**src/rtl/wm_pkg.sv**
```systemverilog
// rtl/wm_pkg.sv - shared types and constants for the washing-machine cycle sequencer
//
// Contents:
//   wm_state_e      - 3-bit cycle state encoding (also driven on state_o)
//   DEF_*_T         - default phase durations in timer counts
//   DUR_MIN/DUR_MAX - legal phase duration range
//   is_timed()      - true for the states that run the phase timer
package wm_pkg;

  typedef enum logic [2:0] {
    ST_IDLE  = 3'd0,
    ST_FILL  = 3'd1,
    ST_WASH  = 3'd2,
    ST_RINSE = 3'd3,
    ST_SPIN  = 3'd4,
    ST_DONE  = 3'd5
  } wm_state_e;

  localparam int DEF_FILL_T  = 3;
  localparam int DEF_WASH_T  = 5;
  localparam int DEF_RINSE_T = 4;
  localparam int DEF_SPIN_T  = 6;

  localparam int DUR_MIN = 1;
  localparam int DUR_MAX = 15;

  function automatic logic is_timed(wm_state_e s);
    return (s == ST_FILL) || (s == ST_WASH) || (s == ST_RINSE) || (s == ST_SPIN);
  endfunction

endpackage

```
**src/rtl/wm_cycle_ctrl_out_decode.sv**
```systemverilog
// rtl/wm_cycle_ctrl_out_decode.sv - state/paused to actuator decode for the cycle sequencer
//
// Module wm_out_decode (purely combinational; the top level registers the results).
// Ports:
//   state_i      in  3  state being entered (wm_state_e encoding)
//   paused_i     in  1  phase is paused because the lid is open
//   valve_open_o out 1  FILL
//   motor_on_o   out 1  WASH, RINSE, SPIN
//   motor_fast_o out 1  SPIN
//   drain_o      out 1  RINSE, SPIN
//   door_lock_o  out 1  any state but IDLE, regardless of pause
//   done_o       out 1  DONE
module wm_out_decode
  import wm_pkg::*;
(
  input  logic [2:0] state_i,
  input  logic       paused_i,
  output logic       valve_open_o,
  output logic       motor_on_o,
  output logic       motor_fast_o,
  output logic       drain_o,
  output logic       door_lock_o,
  output logic       done_o
);

  wm_state_e st;
  logic      act;

  assign st  = wm_state_e'(state_i);
  // Actuators must be safe while the lid is open; the door stays locked.
  assign act = ~paused_i;

  assign valve_open_o = act && (st == ST_FILL);
  assign motor_on_o   = act && ((st == ST_WASH) || (st == ST_RINSE) || (st == ST_SPIN));
  assign motor_fast_o = act && (st == ST_SPIN);
  assign drain_o      = act && ((st == ST_RINSE) || (st == ST_SPIN));
  assign door_lock_o  = (st != ST_IDLE);
  assign done_o       = (st == ST_DONE);

endmodule

```
**src/rtl/wm_cycle_ctrl.sv**
```systemverilog
// rtl/wm_cycle_ctrl.sv - washing-machine cycle sequencer driving an external 4-bit phase timer
//
// Optional feature macro: WM_DOUBLE_WASH_EN (repeat WASH+RINSE once before SPIN).
// Parameters: FILL_T, WASH_T, RINSE_T, SPIN_T - phase durations in timer counts, 1..15.
// Ports:
//   clk_i          in  1  clock, rising edge
//   reset_i        in  1  asynchronous active-high reset
//   start_i        in  1  start request, only looked at in IDLE
//   lid_closed_i   in  1  low pauses a timed phase
//   cancel_i       in  1  abort to IDLE
//   timer_count_i  in  4  phase timer count
//   timer_en_o     out 1  phase timer enable
//   timer_rst_o    out 1  phase timer synchronous clear
//   valve_open_o, motor_on_o, motor_fast_o, drain_o, door_lock_o  out 1  actuators
//   done_o         out 1  one-cycle end-of-cycle pulse
//   state_o        out 3  current state (wm_state_e)
module wm_cycle_ctrl
  import wm_pkg::*;
#(
  parameter int FILL_T  = DEF_FILL_T,
  parameter int WASH_T  = DEF_WASH_T,
  parameter int RINSE_T = DEF_RINSE_T,
  parameter int SPIN_T  = DEF_SPIN_T
) (
  input  logic       clk_i,
  input  logic       reset_i,
  input  logic       start_i,
  input  logic       lid_closed_i,
  input  logic       cancel_i,
  input  logic [3:0] timer_count_i,
  output logic       timer_en_o,
  output logic       timer_rst_o,
  output logic       valve_open_o,
  output logic       motor_on_o,
  output logic       motor_fast_o,
  output logic       drain_o,
  output logic       door_lock_o,
  output logic       done_o,
  output logic [2:0] state_o
);

  if ((FILL_T  < DUR_MIN) || (FILL_T  > DUR_MAX) ||
      (WASH_T  < DUR_MIN) || (WASH_T  > DUR_MAX) ||
      (RINSE_T < DUR_MIN) || (RINSE_T > DUR_MAX) ||
      (SPIN_T  < DUR_MIN) || (SPIN_T  > DUR_MAX)) begin : g_bad_dur
    $error("wm_cycle_ctrl: phase durations must lie in 1..15");
  end

  function automatic logic [3:0] dur_of(wm_state_e s);
    logic [3:0] d;
    case (s)
      ST_FILL:  d = 4'(FILL_T);
      ST_WASH:  d = 4'(WASH_T);
      ST_RINSE: d = 4'(RINSE_T);
      ST_SPIN:  d = 4'(SPIN_T);
      default:  d = 4'd0;
    endcase
    return d;
  endfunction

  wm_state_e state_q, state_d, next_phase;
  logic      paused_q, paused_d;
  logic      timer_en_q, timer_en_d;
  logic      timer_rst_q, timer_rst_d;
  logic      phase_done;
  logic      rinse_repeat;

  logic valve_q, motor_q, fast_q, drain_q, lock_q, done_q;
  logic valve_d, motor_d, fast_d, drain_d, lock_d, done_d;

`ifdef WM_DOUBLE_WASH_EN
  // Set when the first RINSE hands back to WASH; the second RINSE then goes to SPIN.
  logic pass_q;

  always_ff @(posedge clk_i or posedge reset_i) begin
    if (reset_i) begin
      pass_q <= 1'b0;
    end else if ((state_q == ST_IDLE) || cancel_i) begin
      pass_q <= 1'b0;
    end else if ((state_q == ST_RINSE) && (state_d == ST_WASH)) begin
      pass_q <= 1'b1;
    end
  end

  assign rinse_repeat = ~pass_q;
`else
  assign rinse_repeat = 1'b0;
`endif

  always_comb begin
    case (state_q)
      ST_FILL:  next_phase = ST_WASH;
      ST_WASH:  next_phase = ST_RINSE;
      ST_RINSE: next_phase = rinse_repeat ? ST_WASH : ST_SPIN;
      ST_SPIN:  next_phase = ST_DONE;
      default:  next_phase = ST_IDLE;
    endcase
  end

  // The count seen in the clear cycle is stale from the previous phase, so ignore it.
  assign phase_done = !timer_rst_q && (timer_count_i == dur_of(state_q));

  // Priority: cancel, then lid open, then resume, then phase completion.
  always_comb begin
    state_d  = state_q;
    paused_d = paused_q;
    if (state_q == ST_IDLE) begin
      paused_d = 1'b0;
      if (start_i && lid_closed_i) begin
        state_d = ST_FILL;
      end
    end else if (cancel_i) begin
      state_d  = ST_IDLE;
      paused_d = 1'b0;
    end else if (state_q == ST_DONE) begin
      state_d = ST_IDLE;
    end else if (!lid_closed_i) begin
      paused_d = 1'b1;
    end else if (paused_q) begin
      paused_d = 1'b0;
    end else if (phase_done) begin
      state_d = next_phase;
    end
  end

  // Entering a timed state or resuming from a pause restarts the timer from zero.
  assign timer_en_d  = is_timed(state_d) && !paused_d;
  assign timer_rst_d = timer_en_d && ((state_d != state_q) || paused_q);

  wm_out_decode u_out_decode (
    .state_i      (state_d),
    .paused_i     (paused_d),
    .valve_open_o (valve_d),
    .motor_on_o   (motor_d),
    .motor_fast_o (fast_d),
    .drain_o      (drain_d),
    .door_lock_o  (lock_d),
    .done_o       (done_d)
  );

  always_ff @(posedge clk_i or posedge reset_i) begin
    if (reset_i) begin
      state_q     <= ST_IDLE;
      paused_q    <= 1'b0;
      timer_en_q  <= 1'b0;
      timer_rst_q <= 1'b0;
      valve_q     <= 1'b0;
      motor_q     <= 1'b0;
      fast_q      <= 1'b0;
      drain_q     <= 1'b0;
      lock_q      <= 1'b0;
      done_q      <= 1'b0;
    end else begin
      state_q     <= state_d;
      paused_q    <= paused_d;
      timer_en_q  <= timer_en_d;
      timer_rst_q <= timer_rst_d;
      valve_q     <= valve_d;
      motor_q     <= motor_d;
      fast_q      <= fast_d;
      drain_q     <= drain_d;
      lock_q      <= lock_d;
      done_q      <= done_d;
    end
  end

  assign timer_en_o   = timer_en_q;
  assign timer_rst_o  = timer_rst_q;
  assign valve_open_o = valve_q;
  assign motor_on_o   = motor_q;
  assign motor_fast_o = fast_q;
  assign drain_o      = drain_q;
  assign door_lock_o  = lock_q;
  assign done_o       = done_q;
  assign state_o      = state_q;

endmodule

```
**config.mk**
```make
export PLATFORM = sky130hd
export DESIGN_NAME = wm_cycle_ctrl
export DESIGN_NICKNAME = d
export VERILOG_FILES = /design/src/rtl/wm_pkg.sv /design/src/rtl/wm_cycle_ctrl_out_decode.sv /design/src/rtl/wm_cycle_ctrl.sv
export SDC_FILE = /design/constraint.sdc
export NUM_CORES = 1
export LEC_CHECK = 0
export BUFFER_PORTS_ARGS = -buffer_cell sky130_fd_sc_hd__buf_2
export CAP_MARGIN = 15
export CORE_MARGIN = 2
export CORE_UTILIZATION = 56
export CTS_BUF_LIST = sky130_fd_sc_hd__clkbuf_16
export CTS_CLUSTER_SIZE = 14
export DETAILED_ROUTE_END_ITERATION = 8
export GPL_TIMING_DRIVEN = 0
export PLACE_DENSITY = 0.78
export SLEW_MARGIN = 20
export SYNTH_ARGS = -nofsm -noshare
export SYNTH_HDL_FRONTEND = slang
export SYNTH_SLANG_ARGS = --single-unit
```
**constraint.sdc**
```tcl
create_clock -name clk_i -period 7.15 [get_ports clk_i]
set_input_delay 1.0725 -clock clk_i [delete_from_list [all_inputs] [get_ports clk_i]]
set_output_delay 1.0725 -clock clk_i [all_outputs]
set_load 0.02 [all_outputs]
```
==> impl_metrics.toml, run 1 <==
[outcome]
status = "completed"

[floorplan]
num_rows = 14
design.die.area_mm2 = 0.00190
coreArea_mm2 = 0.00149
ios = 20
start_util_pct = 59.1
fp.dieW_um = 43.6
die_h_um = 43.6

[timing]
finalCritPeriodShare_pct = 40.4
tightest_slew_ns = 0.676
post-route-min-period_ns = 2.89
clock.fmax_mhz = 346
max_slew_margin_pct = 54.3
tns_ns = 0
hold_viol = 0
slew_violations = 0
finClkSkew_ns = 0.00259
setup_viol = 0
grt_setup_unrepaired = "false"
setup_slack_ns = 4.26

[route]
via_per_inst = 5.83
drtPass1Iterations = 4
drt_iter0_drc = 22
drc = 0
totalWireLength_mm = 1.91
wl_per_cell_um = 13.9
via_count = 805
ant_nets = 0

[global_routing]
antenna_found_initial = 0
grt_max_degree = 13
busiest_layer = "met2"
use_met1_pct = 31.6
use_met2_pct = 37.9
grt_overflow = 0
use_met3_pct = 6.25
track_usage_pct = 23.7
grt_pass1_wl_mm = 3.42
grt_pass1_vias = 791

[layout]
drive_gt1_share_pct = 27.9
areaGrowthSynthToFinish_pct = 21.6
largest_reg_flops = 3
instances_no_fill = 138
antenna_cells = 0
utilization_pct = 71.8
nNetsFinal = 133

[power_and_ir_drop]
p_per_area_mw_per_mm2 = 203
ir_drop_mv = 0.130
power_uw = 217
p_leak_nw = 0.519

[clock_tree]
clock_sinks = 12
clk_root_buffer_cell = "clkbuf_16"
clk_pin_slew_worst_paths_ns = 0.04
ctsLongestPathBuffers = 2
cts_hold_buf = 0
cts_tree = "yes"
post_cts_buffers = 0
clock_latency_ns = 0.23
numCtsBuffers = 3
cts_htree_levels = 1
cts_resized = 0

[synthesis]
postSynthAreaPerCell_um2 = 8.80
synth_nets = 109
seq_area_frac_synth_pct = 34.1
async_flop_share_pct = 100
synth-seq-cells = 12
syn_inst = 100
yosysWarnings = 0
yosys-top-cells-count = "dfrtp_1, nor2_1, inv_1"
yosysTopAreaCellShare_pct = 34.1
yosysMostFrequentCell = "dfrtp_1"
syn_area_um2 = 880
yosys.area.top_type = "dfrtp_1"
synth_cell_types = 42
yosys-top-cells-area = "dfrtp_1, nor2_1, xnor2_1"
synth_edf_count = 0
synthFlopType = "dfrtp_1"

[critical_path]
path_cells = "buf_2, nor4b_1, o211ai_4, o211a_1, a311oi_4, or4_4, o21ai_2"
crit_path_max_fanout = 6
r2r-start = "state_o[1]"
cp-end-kind = "flip-flop"
worst_ep_required_time_ns = 7.24
slowest_stage = "nor4b_1"
worstPathArrival_ns = 2.98
r2r-end = "drain_o"
critical_path_class = "in -> reg"
ff2ff_setup_slack_ns = 4.69
r2r_cells = 8
worstSetupStartpointType = "input port"
slowest_delay_ns = 0.62

[placement]
place_inst = 135
gp_congestion = 0.902
place_ws_ns = 4.01
hpwl_mm = 1.42
port_buffers = 19

[min_path]
holdPathStages = 4
min_path_type = "reg -> reg"
min_from = "paused_q"
holdPathEnd = "timer_rst_o"

[job]
drv_cap = 0
==> worst max-delay path by stage <==
stage	start	end	slack, ns
global route	timer_count_i[3]	drain_o	4.07
finish	timer_count_i[3]	drain_o	4.26
global placement	timer_count_i[3]	drain_o	4.01
floorplan	timer_count_i[1]	drain_o	4.37
detailed placement	timer_count_i[3]	drain_o	4.01
CTS	timer_count_i[3]	drain_o	4.26
==> area by class of cell <==
class | instances | area, µm²
repair buffers | 19 | 95.1
multi-input cells | 73 | 512
plain buffers | 7 | 37.5
clock buffers | 3 | 75.1
well taps | 16 | 20.0
fillers | 123 | 419
inverters | 8 | 30.0
flip-flops and latches | 12 | 300
==> cell usage in the layout (no fill, tap or decap), types with 2 or more instances in the layout <==
| master | count |
|---|---|
| buf_2 | 19 |
| dfrtp_1 | 12 |
| nor2_1 | 10 |
| inv_1 | 8 |
| nand2_1 | 6 |
| a21oi_1 | 6 |
| clkbuf_1 | 5 |
| nand3_1 | 5 |
| xnor2_1 | 4 |
| or4_1 | 3 |
| o21ai_0 | 3 |
| nor3_1 | 3 |
| clkbuf_16 | 3 |
| nand3b_1 | 2 |
| o211a_1 | 2 |
| or2_2 | 2 |
| o211ai_1 | 2 |
==> per-stage QoR <==
step / instance area [µm²] / hold WS [ns]
final: 1070 / 0.744
after global routing: 1070 / 0.769
after CTS: 1070 / 0.736
after detailed placement: 995 / 0.710
after global placement: 995 / 0.710
after floorplan: 880 / 0.669
==> cell families after synthesis <==
kind of cell    Yosys count  share of synthesized area, %
buf+inv                  15                          7.68
simple gates             44                          29.3
compound gates           23                          22.8
flops                    12                          34.1
xor+xnor                  5                          4.98
mux                       1                          1.14
==> worst max-delay path: cells and delay by family <==
family          cells  cell delay (ns)
compound gates      4             0.96
simple gates        2             0.86
buf+inv             1             0.10
==> report_power, final <==
group	switching [mW]	leakage [nW]	total, mW	internal (mW)
registers	0.00182	0.162	0.0742	0.0724
logic	0.0294	0.321	0.0468	0.0174
clock network	0.0238	0.0370	0.0961	0.0723
total	0.0550	0.519	0.217	0.162
==> layer usage <==
layer,share of wire (%),up-vias
met5,0,-
met4,0,0
met3,5.2,0
li1,-,403
met2,48,22
met1,47,380
Note: power is estimated with default switching activity, not from simulation.
==> run 2: changes to the inputs <==
CORE_UTILIZATION = 52   (was 56)
PLACE_DENSITY = 0.73   (was 0.78)
clock period = 2.9 ns   (was 7.15 ns; I/O delays follow)
==> impl_metrics.toml, run 2 (same netlist as run 1, synthesis figures left out) <==
[critical_path]
critical_path_class = "reg -> reg"
slowest_stage = "or4bb_1"
slowest_delay_ns = 0.55
path_buf_inv = 1
crit_start = "state_o[1]"
r2r_cells = 8
setup.worst_path.end = "drain_o"
path_depth = 8
worst_ep_required_time_ns = 3.00
cp-end-kind = "flip-flop"
r2r-start = "state_o[1]"
path_cells = "buf_4, or4bb_1, o2111ai_2, o211ai_4, o211a_1, a311oi_4, or4_4, o21ai_2"
worstPathArrival_ns = 2.62
ff2ff_setup_slack_ns = 0.38
r2r-end = "drain_o"
crit_path_max_fanout = 10
cpLargestDelayFamily = "compound AO/OA/AOI/OAI gates"
worstSetupStartpointType = "flip-flop"

[layout]
final_area_mm2 = 0.00107
final_common_cell = "buf_2"
largest_reg_flops = 3
layout_common_cells = "buf_2, dfrtp_1, nor2_1, inv_1"
antenna_cells = 0
fillers = 130
areaGrowthSynthToFinish_pct = 22.0
drive_gt1_share_pct = 27.6
nNetsFinal = 133

[timing]
tns_ns = 0
grt_setup_unrepaired = "false"
hold_viol = 0
finClkSkew_ns = 0.000804
max_slew_margin_pct = 50.4
post-route-min-period_ns = 2.52
tightest_slew_ns = 0.734
setup_viol = 0
finalCritPeriodShare_pct = 86.9
clock.fmax_mhz = 397
slew_violations = 0

[route]
wl_per_cell_um = 14.9
via_per_inst = 5.95
ant_nets = 0
drtPass1Iterations = 5
via_count = 827
drt_iter0_drc = 20
drc = 0
totalWireLength_mm = 2.07

[clock_tree]
ctsLongestPathBuffers = 2
post_cts_buffers = 0
cts_tree = "yes"
cts_htree_levels = 1
numCtsBuffers = 3
clk_root_buffer_cell = "clkbuf_16"
cts_resized = 0
clock_sinks = 12
cts_hold_buf = 0
clock_latency_ns = 0.24
clk_pin_slew_worst_paths_ns = 0.04

[global_routing]
track_usage_pct = 22.8
antenna_found_initial = 0
grt_pass1_vias = 674
grt_pass1_wl_mm = 3.21
grt_max_degree = 13
grt_overflow = 0

[placement]
dpl_cell_area_um2 = 995
gp_congestion = 0.830
hpwl_mm = 1.54
port_buffers = 19

[floorplan]
design.die.area_mm2 = 0.00204
num_rows = 14
start_util_pct = 57.1
fp.dieW_um = 45.1
ios = 20
coreArea_mm2 = 0.00154
die_h_um = 45.1

[power_and_ir_drop]
ir_drop_mv = 0.318
p_per_area_mw_per_mm2 = 511
p_leak_nw = 0.521
power_uw = 548

[outcome]
status = "completed"

[min_path]
min_path_type = "in -> async"

[job]
drv_cap = 0
-- run 2: how the worst min path moves through the flow --
stage / to / slack, ns / depth (start not counted)
2_1_floorplan: done_o / 0.30 / 1
3_3_place_gp: state_o[2] / 0.44 / 2
3_5_place_dp: state_o[0] / 0.45 / 2
4_1_cts: timer_rst_o / 0.20 / 2
5_1_grt: state_o[0] / 0.23 / 2
6_report: timer_rst_o / 0.18 / 2
-- run 2: final cells by class --
type                       instances  area [µm²]  share of cell area, %
multi-input combinational         73         512                   47.7
sequential                        12         300                   28.0
timing repair buffer              19        95.1                   8.86
clock buffer                       3        75.1                   6.99
buffer                             7        37.5                   3.50
inverter                           8        30.0                   2.80
tap                               16        20.0                   1.86
clock inverter                     1        3.75                  0.350
-- run 2: layer usage --
| metal | part of all wire, % | vias up | track usage (%) |
|---|---|---|---|
| met5 | 0 | - | 0 |
| met4 | 0 | 0 | 5.29 |
| met3 | 4.1 | 0 | 7.20 |
| met2 | 50 | 26 | 37.7 |
| met1 | 45 | 396 | 29.1 |
| li1 | - | 405 | - |
-- run 2: worst reg2reg max path, cell delays in order, from the launching register on --
cell and delay [ns]:
dfrtp_1 0.38, buf_4 0.19, or4bb_1 0.55, o2111ai_2 0.13, o211ai_4 0.14, o211a_1 0.32
a311oi_4 0.40, or4_4 0.24, o21ai_2 0.05
-- run 2: through the flow --
| stage | cells | hold WS (ns) | setup slack [ns] | util, % |
|---|---|---|---|---|
| after CTS | 139 | 0.201 | 0.370 | 69.6 |
| after global placement | 135 | 0.440 | 0.408 | 64.5 |
| after detailed placement | 135 | 0.454 | 0.314 | 64.5 |
| final | 139 | 0.185 | 0.380 | 69.6 |
| after global routing | 139 | 0.233 | 0.285 | 69.6 |
| after floorplan | 100 | 0.300 | 0.526 | - |
-- run 2: power by group --
| part | leakage [nW] | internal (mW) | total (mW) | switching (mW) |
|---|---|---|---|---|
| Sequential | 0.162 | 0.178 | 0.183 | 0.00418 |
| Clock | 0.0385 | 0.181 | 0.250 | 0.0689 |
| Combinational | 0.321 | 0.0429 | 0.116 | 0.0727 |
==> run 3: changes to the inputs <==
GPL_TIMING_DRIVEN = not set   (was 0)
==> impl_metrics.toml, run 3 (same netlist as run 1, synthesis figures left out) <==
[power_and_ir_drop]
comb_power_share_pct = 19.4
p_clk_share_pct = 45.6
ir_drop_mv = 0.569
pwr-share-seq_pct = 35.0
power_switching_uw = 143
internal_power_uw = 397
p_leak_nw = 0.513
p_sw_share_pct = 26.5
p_per_area_mw_per_mm2 = 516

[critical_path]
crit_path_max_fanout = 17
slowest_stage = "or4_1"
path_cells = "or4_1, o2111ai_2, o211ai_4, o211a_1, a311oi_4, or4_4, o21ai_2"
worstSetupStartpointType = "flip-flop"
cpLargestDelayFamily = "compound AO/OA/AOI/OAI gates"
critical_path_class = "reg -> reg"
slowest_delay_ns = 0.60
worstPathArrival_ns = 2.62
worst_ep_required_time_ns = 3.01
cp-end-kind = "flip-flop"
path_buf_inv = 0

[clock_tree]
post_cts_buffers = 0
clock_sinks = 12
numCtsBuffers = 3
cts_tree = "yes"
cts_htree_levels = 1
ctsLongestPathBuffers = 2
cts_resized = 0
cts_hold_buf = 0
clock_latency_ns = 0.24
clk_root_buffer_cell = "clkbuf_16"
clk_pin_slew_worst_paths_ns = 0.04

[layout]
areaGrowthSynthToFinish_pct = 19.1
layout_common_cells = "buf_2, dfrtp_1, nor2_1, inv_1"
final_common_cell = "buf_2"
instances_no_fill = 133
drive_gt1_share_pct = 29.1
largest_reg_flops = 3
nNetsFinal = 128
antenna_cells = 0
final_area_mm2 = 0.00105

[floorplan]
num_rows = 14
die_h_um = 45.1
coreArea_mm2 = 0.00154
fp.dieW_um = 45.1
design.die.area_mm2 = 0.00204
ios = 20
start_util_pct = 57.1

[placement]
gp_congestion = 0.805
place_inst = 130
dpl_cell_area_um2 = 972
hpwl_mm = 1.45
port_buffers = 19

[timing]
max_slew_margin_pct = 62.7
hold_viol = 0
grt_setup_unrepaired = "false"
slew_violations = 0
finClkSkew_ns = 0.00186
tns_ns = 0
tightest_slew_ns = 0.556
setup_viol = 0
clock.fmax_mhz = 398
post-route-min-period_ns = 2.52
finalCritPeriodShare_pct = 86.7

[global_routing]
antenna_found_initial = 0
grt_overflow = 0
grt_pass1_wl_mm = 3.35
grt_max_degree = 19
track_usage_pct = 23.3
grt_pass1_vias = 696

[route]
drt_iter0_drc = 24
wl_per_cell_um = 14.9
via_per_inst = 5.99
drtPass1Iterations = 4
totalWireLength_mm = 1.98
via_count = 797
ant_nets = 0
drc = 0

[min_path]
min_path_type = "in -> async"

[outcome]
status = "completed"

[job]
drv_cap = 0
==> run 3: worst paths after layout <==
kind,startpoint,end,slack [ns],cells after the start
max,state_o[0],drain_o,0.38,7
min,reset_i,drain_o,0.18,2
max reg2reg,state_o[0],drain_o,0.38,7
min reg2reg,paused_q,timer_rst_o,0.75,4
max in group asynchronous,reset_i,done_o,2.42,2
min in group clk_i,cancel_i,state_o[1],0.51,2
==> run 3: area by class of cell <==
class / instances / area, µm²
inverters: 8 / 30.0
clock buffers: 3 / 75.1
flip-flops and latches: 12 / 300
multi-input cells: 73 / 512
fillers: 145 / 494
repair buffers: 21 / 110
well taps: 16 / 20.0
==> run 3: power by group through the flow <==
stage / logic (mW) / clock network [mW] / registers (mW)
after floorplan: 0.0693 / 0 / 0.198
after global placement: 0.102 / 0 / 0.191
after detailed placement: 0.104 / 0 / 0.192
after CTS: 0.105 / 0.249 / 0.189
after global routing: 0.116 / 0.255 / 0.192
final: 0.105 / 0.246 / 0.189
==> run 3: per-stage QoR <==
step	hold slack, ns	power (mW)	setup slack, ns	utilization, %
3_5_place_dp	0.454	0.295	0.413	63.1
6_report	0.184	0.540	0.385	67.9
5_1_grt	0.230	0.563	0.203	67.9
3_3_place_gp	0.446	0.293	0.444	63.1
4_1_cts	0.201	0.543	0.390	67.9
2_1_floorplan	0.300	0.267	0.526	-
==> run 3: layer usage <==
| layer | vias up | part of all wire (%) | track usage [%] |
|---|---|---|---|
| li1 | 391 | - | - |
| met1 | 361 | 45 | 32.8 |
| met2 | 41 | 45 | 32.6 |
| met3 | 4 | 8.6 | 9.20 |
| met4 | 0 | 1.1 | 7.06 |
| met5 | - | 0 | 0 |
